[config.mk]
export PLATFORM = sky130hd
export DESIGN_NAME = music_player
export DESIGN_NICKNAME = d
export VERILOG_FILES = /design/src/rtl/music_player_pkg.sv /design/src/rtl/music_player_tick_sync.sv /design/src/rtl/music_player.sv
export SDC_FILE = /design/constraint.sdc
export NUM_CORES = 1
export LEC_CHECK = 0
export CAP_MARGIN = 20
export CORE_UTILIZATION = 48
export CTS_BUF_LIST = sky130_fd_sc_hd__clkbuf_2 sky130_fd_sc_hd__clkbuf_4 sky130_fd_sc_hd__clkbuf_8
export DETAILED_ROUTE_END_ITERATION = 12
export GPL_TIMING_DRIVEN = 0
export PLACE_DENSITY_LB_ADDON = 0.15
export SLEW_MARGIN = 20
export SYNTH_ARGS = -nofsm -noshare
export SYNTH_HDL_FRONTEND = slang
export SYNTH_SLANG_ARGS = --single-unit
[constraint.sdc]
create_clock -name CLK_50M -period 2.4 [get_ports CLK_50M]
set_input_delay 0.48 -clock CLK_50M [delete_from_list [all_inputs] [get_ports CLK_50M]]
set_output_delay 0.48 -clock CLK_50M [all_outputs]
set_load 0.1 [all_outputs]
[src/rtl/music_player_pkg.sv]
// Shared widths, state encoding and sample-selection helper for the flash-backed
// audio sequencer.
package music_player_pkg;

  localparam int ADDR_W       = 23;
  localparam int WORD_W       = 32;
  localparam int SAMPLE_W     = 16;
  localparam int BUSY_TIMEOUT = 16;
  localparam int TMO_W        = $clog2(BUSY_TIMEOUT);

  typedef enum logic [2:0] {
    INIT,
    FETCH,
    WAIT_BUSY,
    WAIT_DATA,
    PLAY_A,
    PLAY_B
  } mp_state_t;

  // Forward words play low half first; backward words play high half first.
  function automatic logic [SAMPLE_W-1:0] sample_sel(
    input logic [WORD_W-1:0] word,
    input logic              fwd,
    input logic              second
  );
    return (fwd ^ second) ? word[SAMPLE_W-1:0] : word[WORD_W-1:SAMPLE_W];
  endfunction

endpackage

[src/rtl/music_player_tick_sync.sv]
// Brings the sample-rate square wave into the system clock domain and turns
// each rising edge into a single-cycle tick.
module tick_sync (
  input  logic clk_i,
  input  logic rst_ni,
  input  logic async_i,
  output logic tick_o
);

  logic meta_q, sync_q, prev_q, tick_q;
  logic tick_d;

  assign tick_d = sync_q & ~prev_q;

  always_ff @(posedge clk_i or negedge rst_ni) begin
    if (!rst_ni) begin
      meta_q <= 1'b0;
      sync_q <= 1'b0;
      prev_q <= 1'b0;
      tick_q <= 1'b0;
    end else begin
      meta_q <= async_i;
      sync_q <= meta_q;
      prev_q <= sync_q;
      tick_q <= tick_d;
    end
  end

  assign tick_o = tick_q;

endmodule

[src/rtl/music_player.sv]
// Sample sequencer: fetches 32-bit words from the flash read controller and
// plays them out as two 16-bit samples, walking the song region in either direction.
module music_player
  import music_player_pkg::*;
#(
  parameter logic [ADDR_W-1:0] FIRST_ADDR = 23'h000000,
  parameter logic [ADDR_W-1:0] LAST_ADDR  = 23'h07FFFF
) (
  input  logic                CLK_50M,
  input  logic                Rst,
  input  logic                CLK_22K,
  input  logic [ADDR_W-1:0]   InitialAddress,
  input  logic                Direction,
  input  logic                Pause,
  output logic [SAMPLE_W-1:0] AudioData,
  output logic                Terminate,
  output logic [ADDR_W-1:0]   MEM_ADDR,
  output logic                Read,
  input  logic [WORD_W-1:0]   DATA,
  input  logic                Busy,
  input  logic                Error
);

  localparam logic [TMO_W-1:0] TMO_LAST = TMO_W'(BUSY_TIMEOUT - 1);

  logic tick;

  tick_sync u_tick_sync (
    .clk_i  (CLK_50M),
    .rst_ni (Rst),
    .async_i(CLK_22K),
    .tick_o (tick)
  );

  mp_state_t           state_q, state_d;
  logic [WORD_W-1:0]   word_q, word_d;
  logic [ADDR_W-1:0]   addr_q, addr_d;
  logic [SAMPLE_W-1:0] audio_q, audio_d;
  logic                wdir_q, wdir_d;
  logic                read_q, read_d;
  logic                term_q, term_d;
  logic [TMO_W-1:0]    tmo_q, tmo_d;
  logic                play_step;

  // Pause only freezes the playback steps; fetching carries on regardless.
  assign play_step = tick & ~Pause;

  always_comb begin
    state_d = state_q;
    word_d  = word_q;
    addr_d  = addr_q;
    audio_d = audio_q;
    wdir_d  = wdir_q;
    read_d  = 1'b0;
    term_d  = 1'b0;
    tmo_d   = tmo_q;
    unique case (state_q)
      INIT: begin
        addr_d  = InitialAddress;
        state_d = FETCH;
      end
      FETCH: begin
        if (!Busy) begin
          read_d  = 1'b1;
          tmo_d   = '0;
          state_d = WAIT_BUSY;
        end
      end
      WAIT_BUSY: begin
        if (Busy) begin
          state_d = WAIT_DATA;
        end else if (tmo_q == TMO_LAST) begin
          state_d = FETCH;
        end else begin
          tmo_d = tmo_q + 1'b1;
        end
      end
      WAIT_DATA: begin
        if (!Busy) begin
          word_d  = Error ? '0 : DATA;
          wdir_d  = Direction;
          state_d = PLAY_A;
        end
      end
      PLAY_A: begin
        if (play_step) begin
          audio_d = sample_sel(word_q, wdir_q, 1'b0);
          state_d = PLAY_B;
        end
      end
      PLAY_B: begin
        if (play_step) begin
          audio_d = sample_sel(word_q, wdir_q, 1'b1);
          state_d = FETCH;
          // Comparisons use >= / <= so a start address outside the region
          // wraps on its first step across the boundary.
          if (Direction) begin
            if (addr_q >= LAST_ADDR) begin
              addr_d = FIRST_ADDR;
              term_d = 1'b1;
            end else begin
              addr_d = addr_q + 1'b1;
            end
          end else begin
            if (addr_q <= FIRST_ADDR) begin
              addr_d = LAST_ADDR;
              term_d = 1'b1;
            end else begin
              addr_d = addr_q - 1'b1;
            end
          end
        end
      end
      default: state_d = INIT;
    endcase
  end

  always_ff @(posedge CLK_50M or negedge Rst) begin
    if (!Rst) begin
      state_q <= INIT;
      word_q  <= '0;
      addr_q  <= '0;
      audio_q <= '0;
      wdir_q  <= 1'b1;
      read_q  <= 1'b0;
      term_q  <= 1'b0;
      tmo_q   <= '0;
    end else begin
      state_q <= state_d;
      word_q  <= word_d;
      addr_q  <= addr_d;
      audio_q <= audio_d;
      wdir_q  <= wdir_d;
      read_q  <= read_d;
      term_q  <= term_d;
      tmo_q   <= tmo_d;
    end
  end

  assign AudioData = audio_q;
  assign MEM_ADDR  = addr_q;
  assign Read      = read_q;
  assign Terminate = term_q;

endmodule

## Word-level counts from Yosys, hierarchy flattened

Index checks and enable logic that the tools add are counted.

- Reduce and logical (&&, ||, !) cells: 9
- Mux-type cells: 29
- Equality and inequality tests: 13
- Bitwise logic cells: 5
- Add/sub/neg operators: 3
- Order comparisons: 2

Operators with widths:

| kind | count |
|---|---|
| $mux 23 | 4 |
| $mux 16 | 4 |
| $pmux 23 s2 | 1 |
| $mux 32 | 1 |
| $pmux 16 s2 | 1 |
| $add 23x1->23 const B | 1 |
| $ge 23x19->1 const B | 1 |
| $le 23x1->1 const B | 1 |
| $sub 23x1->23 const B | 1 |
| $mux 3 | 6 |
| $pmux 3 s6 | 1 |
| $mux 4 | 3 |
| $ne 2x2->1 const B | 6 |
| $pmux 4 s2 | 1 |
| $mux 1 | 7 |
| $eq 3x2->1 const B | 2 |
| $eq 3x3->1 const B | 2 |
| $reduce_bool 2->1 | 3 |
| $reduce_and 5->1 | 1 |
| $add 4x1->4 const B | 1 |
| $eq 4x4->1 const B | 1 |
| $reduce_and 2->1 | 2 |
| $reduce_and 4->1 | 1 |
| $eq 3x1->1 const B | 1 |
| other kinds (5) | 8 |

- Word-level logic and storage cells: 73
- Input bits: 62
- Bits in registers: 85

## Depth between registers and ports, before layout

Gate-level depths: netlist of run 1.

- Depth in word-level cells: 5
- Depth in mapped cells: 9
- Mapped depth without buffers: 8

## Cells and area by module

From an unflattened synthesis of run 1, not the netlist that was laid out.

- Cell total of the unflattened synthesis: 548
- Area, all modules: 4808.4 sq um

By module, submodules not included:

| module | instances | sequential area each (sq um) | area each (sq um) | cells an instance |
|---|---|---|---|---|
| music_player | 1 | 2028.2 | 4694.5 | 543 |
| tick_sync | 1 | 100.1 | 113.9 | 5 |

## Worst setup path after synthesis of run 1

Ideal clock, no wire load.

- Kind: reg-to-reg
- From: register addr_q[2], in the netlist MEM_ADDR[2]
- To: register addr_q[2], in the netlist MEM_ADDR[2]
- Cell stages (with the launch flop): 8
- Arrival: 2698 ps
- Buffers on the path: 2
- Required time: 2269 ps
- Setup slack: -429 ps
- Period minus slack after synthesis: 2829 ps
- Path through: dfrtp_1 -> buf_2 -> nand3_1 -> a2111oi_0 -> a21oi_1 -> clkbuf_1 -> a221oi_1 -> o21ai_1

- Word-level cells in the longest chain between the ends: 5
- Elaborated cells between the ends (all ways): 9

RTL lines:

| element | line | text |
|---|---|---|
| start: declaration | music_player.sv:37 | `logic [ADDR_W-1:0] addr_q, addr_d;` |
| start signal: assignment | music_player.sv:131 | `addr_q <= addr_d;` |
| $sub 23x1->23, or another cell as far along | music_player.sv:109 | `addr_d = addr_q - 1'b1;` |
| $mux 23 (on tied branches) | music_player.sv:105, music_player.sv:98 |  |
| $mux 23 (*) | music_player.sv:97 | `if (Direction) begin` |
| $mux 23 (*) | music_player.sv:92 | `if (play_step) begin` |
| $pmux 23 s2 (*) | music_player.sv:57 | `unique case (state_q)` |

Mark *: on every way between the ends. The rest lies on a longest branch, timed or not. The select of a mux whose other input is x is not followed.
A chain may end at the register's enable or synchronous reset.

## Final worst setup path of run 1

- From: register addr_q[14], in the netlist MEM_ADDR[14]
- To: register addr_q[6], in the netlist MEM_ADDR[6]

- Word-level cells in the longest chain between the ends: 5
- Elaborated cells between the ends (all ways): 7

RTL lines:

| element | line |
|---|---|
| $le 23x1->1 / $ge 23x19->1 (equally long branches) | music_player.sv:105, music_player.sv:98 |
| $mux 23 (on tied branches) | music_player.sv:105, music_player.sv:98 |
| $mux 23 (*) | music_player.sv:97 |
| $mux 23 (*) | music_player.sv:92 |
| $pmux 23 s2 (*) | music_player.sv:57 |

Marks and branches as above.

==> flow_metrics.tcl, run 1 <==
set metrics [dict create \
    reg2reg_slack_ns -0.04 \
    grt_max_degree 56 \
    fin_crit_sh 1.015 \
    htree_levels 3 \
    max_freq_ghz 0.4105 \
    clk_path_buf_depth 2 \
    finalPower_mw 9.903 \
    dp_hpwl_mm 10.56 \
    final_max_slew_viol_count 0 \
    drc_errors 0 \
    clkLatencyLatePin_ns 0.38 \
    critPathMaxFanout 8 \
    synth_xor_area_frac 0.03735 \
    layout-drive-gt1-share 0.1532 \
    worstRegToRegCells 8 \
    end_kind "flip-flop" \
    antenna_found_initial 0 \
    synth_edf_count 0 \
    peakVddDrop_uv 1090 \
    area_growth_pct 37.09 \
    numCtsBuffers 9 \
    groute.usage.overall 0.2964 \
    cp.required_ns 2.66 \
    synth_area_um2 4925 \
    arrival_ns 2.69 \
    synthArstFlopShare 1.000 \
    use_met2 0.4579 \
    dieArea_um2 10670 \
    design.core.area_um2 9864 \
    root_buffer "clkbuf_8" \
    ys_seq_area_frac 0.4322 \
    muxShareOfSynthArea 0.03684 \
    finalSetupViolations 1 \
    synthAdderAreaFrac 0.01016 \
    relSlewSlack 0.3430 \
    grt_pass1_wl_mm 23.72 \
    antenna_cells 0 \
    drt_iter0_drc 420 \
    grt.busiest_layer "met2" \
    grt_util_met3 0.04637 \
    ys_warn_count 0 \
    finalCriticalPeriod_ns 2.436 \
    fin_worst_skew_ns 0.01126 \
    routabilityCongestion 0.9214 \
    grt_pass1_vias 4630 \
    wire_per_inst_um 18.19 \
    hold_violations 0 \
    final.setup.worst_slack_ns -0.03603 \
    via_per_inst 5.896 \
    clk_pin_slew_ns 0.09 \
    status "complete, but fails checks" \
    synth_compound_area_frac 0.1842 \
    synth_top_family_by_area "simple AND/OR/NAND/NOR gates" \
    synth-main-ff-cell "dfrtp_1" \
    ys_ff_latch 85 \
    violations "negative setup slack" \
    whs_ns 0.03272 \
    rows 36 \
    avgSynthCellArea_um2 8.580 \
    crit_type "reg -> reg" \
    most-common-layout-cells "71 x clkdlybuf4s50_1, 64 x dfrtp_1, 58 x nand2_1" \
    num_vias 4941 \
    cts.sinks 85 \
    die_h_um 103.3 \
    layout.cells.non_filler 838 \
    power.density_nw_per_um2 1467 \
    nets 766 \
    synth_fp_nets 640 \
    r2r-end "MEM_ADDR[6]" \
    portBuffers 101 \
    synthSimpleGateAreaFrac 0.2497 \
    start_util 0.4992 \
    wirelength_mm 15.25 \
    die_w_um 103.3 \
    cts_tree "yes" \
    ctsHoldBuffers 0 \
    r2r-start "MEM_ADDR[14]" \
    p_leak_nw 2.851 \
    ioPinCount 103 \
    antenna_left 0 \
    synthDistinctLibCells 58 \
    dr.pass1.iters 6 \
    max_slew.worst_pin.slew_ns 0.9895 \
    dp_cells 809 \
    syn_inst 574 \
    hold_path.class "in -> async" \
    rsz0062_at_grt "true" \
    maxCapViolCount 0 \
    worstSetupStartpointType "flip-flop" \
    overflow 0 \
    grt_use_met1 0.4211 \
    mostFrequentLayoutCell "clkdlybuf4s50_1" \
]
[worst max-delay path: stages, from the launching register on]
cell and delay [ns]:
dfrtp_4 0.53, or4_4 0.54, and4bb_4 0.35, nand4_4 0.11, buf_8 0.18, buf_12 0.12
a21oi_2 0.11, nor3_1 0.07, o31ai_1 0.30
[how the worst max path moves through the flow]
stage / startpoint / to / cells past startpoint
2_1_floorplan: MEM_ADDR[14] / MEM_ADDR[16] / 8
3_3_place_gp: Rst / MEM_ADDR[8] / 1
3_5_place_dp: Pause / MEM_ADDR[5] / 8
4_1_cts: MEM_ADDR[13] / MEM_ADDR[16] / 8
5_1_grt: MEM_ADDR[9] / MEM_ADDR[1] / 8
6_report: MEM_ADDR[14] / MEM_ADDR[6] / 8
[what timing repair did]
| action | CTS | global route |
|---|---|---|
| pin swaps | 7 | 8 |
| setup endpoints to repair | 51 | 44 |
| gates resized for setup | 37 | 43 |
| gates cloned | 1 | 0 |
| buffers inserted | 9 | 7 |
[synth_stat cells, drive strengths merged, types with 2 or more instances]
master   instances  share of area
a211oi           6          0.010
a21o             4         0.0061
a21oi           44          0.045
a221oi           4         0.0071
a22o             4         0.0071
a311oi           3         0.0053
a31oi            6         0.0076
and3             6         0.0076
buf             14          0.016
clkbuf          36          0.027
dfrtp           84           0.43
ha               4          0.010
inv              8         0.0061
mux2i           17          0.035
nand2           61          0.046
nand2b          35          0.044
nand3           16          0.016
nand3b           3         0.0046
nand4           10          0.014
nand4b           2         0.0036
nor2            49          0.037
nor2b            3         0.0038
nor3            22          0.022
nor3b            3         0.0046
nor4            14          0.022
nor4b            2         0.0036
o211ai           2         0.0030
o21ai           55          0.056
o221ai           2         0.0036
o22ai            2         0.0025
o2bb2ai          2         0.0036
o31ai            4         0.0061
o41ai            3         0.0053
or3              7         0.0089
or4              2         0.0038
xnor2            8          0.014
xor2            13          0.023
[cells by family after synthesis]
group | after synthesis
fa+ha+maj | 4
compound gates | 150
simple gates | 238
flops | 85
mux | 18
buf+inv | 58
xor+xnor | 21
[final cells by class]
class,count,area [um^2]
multi-input cells,431,2739
repair buffers,119,1212
fillers,795,3113
clock inverters,7,82.58
flip-flops and latches,85,2173
clock buffers,9,123.9
well taps,133,166.4
inverters,8,30.03
plain buffers,46,224.0
[power by group]
part | leakage, nW | switching (mW) | internal [mW] | total [mW]
logic | 1.70 | 4.48 | 1.70 | 6.19
clock network | 0.103 | 0.586 | 0.497 | 1.08
registers | 1.04 | 0.536 | 2.10 | 2.63
total | 2.85 | 5.61 | 4.30 | 9.90
[stage by stage]
step / cell area [um^2] / util / setup TNS (ns) / setup WS (ns)
2_1_floorplan: 5024 / - / -0.03450 / -0.01917
3_3_place_gp: 6201 / 0.6286 / -198.47 / -2.758
3_5_place_dp: 6226 / 0.6312 / -6.793 / -0.3722
4_1_cts: 6584 / 0.6674 / -0.02969 / -0.02969
5_1_grt: 6751 / 0.6844 / -0.4261 / -0.09015
6_report: 6751 / 0.6844 / -0.03603 / -0.03603
[flip-flops by register name, indices dropped and copies added, names as in the netlist]
register            count
u_tick_sync.meta_q      1
Terminate               1
MEM_ADDR               23
wdir_q                  1
tmo_q                   4
state_q                 3
u_tick_sync.prev_q      1
u_tick_sync.tick_o      1
AudioData              16
u_tick_sync.sync_q      1
word_q                 32
Read                    1
[layer usage]
layer | routed length [um] | up-vias
met1 | 6726 | 2385
met3 | 1061 | 44
met4 | 397 | 0
met2 | 7060 | 222
met5 | 0 | -
li1 | - | 2290
(Power assumes the default switching activity.)
==> run 2: changes to the inputs <==
--- a/config.mk
+++ b/config.mk
@@ -6,11 +6,13 @@
 export NUM_CORES = 1
 export LEC_CHECK = 0
 export CAP_MARGIN = 20
+export CORE_MARGIN = 4
 export CORE_UTILIZATION = 48
 export CTS_BUF_LIST = sky130_fd_sc_hd__clkbuf_2 sky130_fd_sc_hd__clkbuf_4 sky130_fd_sc_hd__clkbuf_8
 export DETAILED_ROUTE_END_ITERATION = 12
 export GPL_TIMING_DRIVEN = 0
 export PLACE_DENSITY_LB_ADDON = 0.15
+export REMOVE_ABC_BUFFERS = 1
 export SLEW_MARGIN = 20
 export SYNTH_ARGS = -nofsm -noshare
 export SYNTH_HDL_FRONTEND = slang
==> run 2 against run 1 <==
  * Sequential power up 11%
  * Critical endpoint is now MEM_ADDR[5]
  * The flow still finishes with violations (negative setup slack)
  * Combinational power down 8.6%
  * Sequential share of layout area up 0.94 points
  * Setup slack better by 0.033 ns
  * Flip-flop and latch count unchanged
  * Maximum frequency up 1.4%
  * Die area up 12%
  * Largest cell class unchanged
  * Utilization down 3.1 points
==> flow_metrics.tcl, run 2 (synthesis gave the netlist of run 1 again) <==
set metrics [dict create \
    fin_worst_skew_ns 0.01059 \
    htree_levels 3 \
    pre_cts_ws_ns -0.8430 \
    cp_top_family "simple AND/OR/NAND/NOR gates" \
    drc_errors 0 \
    violations "negative setup slack" \
    switching_power_mw 5.476 \
    p_leak_nw 2.637 \
    end_kind "flip-flop" \
    fin_crit_sh 1.001 \
    wire_per_inst_um 17.43 \
    design.core.area_um2 9864 \
    fin_util 0.6535 \
    dp_hpwl_mm 8.999 \
    antenna_found_initial 0 \
    worstRegToRegCells 6 \
    root_buffer "clkbuf_8" \
    combinationalPowerShare 0.592 \
    clkPwrFrac 0.104 \
    start_util 0.4992 \
    cp-startpoint "MEM_ADDR[13]" \
    crit_type "reg -> reg" \
    r2r-start "MEM_ADDR[13]" \
    grt_pass1_vias 4363 \
    nets 723 \
    most-common-layout-cells "78 x dfrtp_1, 75 x clkdlybuf4s50_1, 60 x nand2_1" \
    crit_end "MEM_ADDR[5]" \
    intPower_mw 4.092 \
    final_max_slew_viol_count 0 \
    arrival_ns 2.67 \
    regArea_um2 2136 \
    clkLatencyLatePin_ns 0.35 \
    max_slew.worst_pin.slew_ns 0.9917 \
    worst-path-stages 6 \
    layout.cells.non_filler 795 \
    power.density_nw_per_um2 1484 \
    fin_area_um2 6446 \
    cts_tree "yes" \
    critPathMaxFanout 10 \
    cp_num_buf_inv 0 \
    worstSetupStartpointType "flip-flop" \
    fin_tns_setup_ns -0.003311 \
    dp_cells 765 \
    dr.pass1.iters 5 \
    ioPinCount 103 \
    grt_max_degree 51 \
    finalSetupViolations 1 \
    dieArea_um2 11940 \
    seqPwrFrac 0.305 \
    antenna_cells 0 \
    area_growth_pct 30.89 \
    cts.sinks 85 \
    crit_chain "or4_4 > and4bb_4 > nand4_2 > a21oi_1 > o22ai_1 > o211ai_1" \
    hold_path.class "in -> async" \
    overflow 0 \
    hold_violations 0 \
    reg2reg_slack_ns -0.003 \
    antenna_left 0 \
    maxCapViolCount 0 \
    regMostFlops "word_q" \
    portBuffers 102 \
    clk_pin_slew_ns 0.09 \
    numCtsBuffers 9 \
    cp.required_ns 2.67 \
    relSlewSlack 0.3415 \
    largest_reg_flops 32 \
    multi_input_area_um2 2735 \
    routabilityCongestion 0.8558 \
    max_freq_ghz 0.4161 \
    final.setup.worst_slack_ns -0.003311 \
    drt_iter0_drc 438 \
    finalCriticalPeriod_ns 2.403 \
    clk_path_buf_depth 2 \
    via_per_inst 5.883 \
    groute.usage.overall 0.2308 \
    grt_pass1_wl_mm 21.86 \
    max_stage_delay_ns 0.57 \
    rsz0062_at_grt "true" \
    die_h_um 109.3 \
    status "complete, but fails checks" \
    wirelength_mm 13.86 \
    peakVddDrop_uv 824.8 \
    cp_slowest_cell "or4_4" \
    place_area_um2 6026 \
    die_w_um 109.3 \
    switching_share 0.5724 \
    rows 36 \
    layout-drive-gt1-share 0.1103 \
    mostFrequentLayoutCell "dfrtp_1" \
    r2r-end "MEM_ADDR[5]" \
    n_fill_cell 806 \
    num_vias 4677 \
]
run 2: cell types whose count changed in the layout (fill, tap and decap cells not counted), sizes merged, moves of 2 or more:
cell           before  now
buf                31   19
clkbuf             43   12
clkdlybuf4s15       0    2
clkdlybuf4s50      71   75
dlygate4sd2        17   20
dlymetal6s2s       12    2
run 2: layout make-up:
cell class	count	share of cell area
multi-input cells	433	0.4243
repair buffers	120	0.1842
inverters	8	0.004658
clock inverters	6	0.008346
flip-flops and latches	85	0.3313
well taps	133	0.02582
clock buffers	10	0.02135
run 2: metrics by stage:
stage               hold slack [ns]  power (mW)
global route                 0.2080       10.06
global placement             0.3313       8.146
floorplan                    0.1844       6.770
detailed placement           0.3347       8.392
CTS                          0.1767       9.351
finish                       0.1513       9.568
run 2: worst min path at each step:
stage / from / to / slack (ns)
global placement: u_tick_sync.meta_q / u_tick_sync.sync_q / 0.33
CTS: Rst / MEM_ADDR[2] / 0.18
detailed placement: u_tick_sync.meta_q / u_tick_sync.sync_q / 0.33
global route: Rst / MEM_ADDR[7] / 0.21
floorplan: Rst / AudioData[0] / 0.18
finish: Rst / MEM_ADDR[7] / 0.15
run 2: layer usage:
metal | GRT usage | up-vias | wire length [um] | share of wire
li1 | - | 2217 | - | -
met1 | 0.3230 | 2225 | 5892 | 0.43
met2 | 0.3636 | 201 | 6515 | 0.47
met3 | 0.04404 | 34 | 1195 | 0.086
met4 | 0.07391 | 0 | 257 | 0.019
met5 | 0 | - | 0 | 0
run 2: repair_timing:
item	4_1_cts	5_1_grt
hold buffers	0	0
gates resized for setup	36	23
pin swaps	2	2
setup buffers	1	11
endpoints found under the setup margin	53	28
gates cloned	2	0
run 2: worst register-to-register path, cell delays in order (launching register included):
cell and delay (ns):
dfrtp_2 0.48, or4_4 0.58, and4bb_4 0.41, nand4_2 0.37
a21oi_1 0.26, o22ai_1 0.11, o211ai_1 0.12
run 2: power groups by stage:
stage,Sequential [mW],Clock (mW),Combinational (mW)
after global placement,2.79,0,5.36
final,2.92,0.993,5.66
after floorplan,5.01,0,1.76
after global routing,3.02,1.07,5.97
after detailed placement,2.83,0,5.56
after CTS,2.83,1.01,5.51
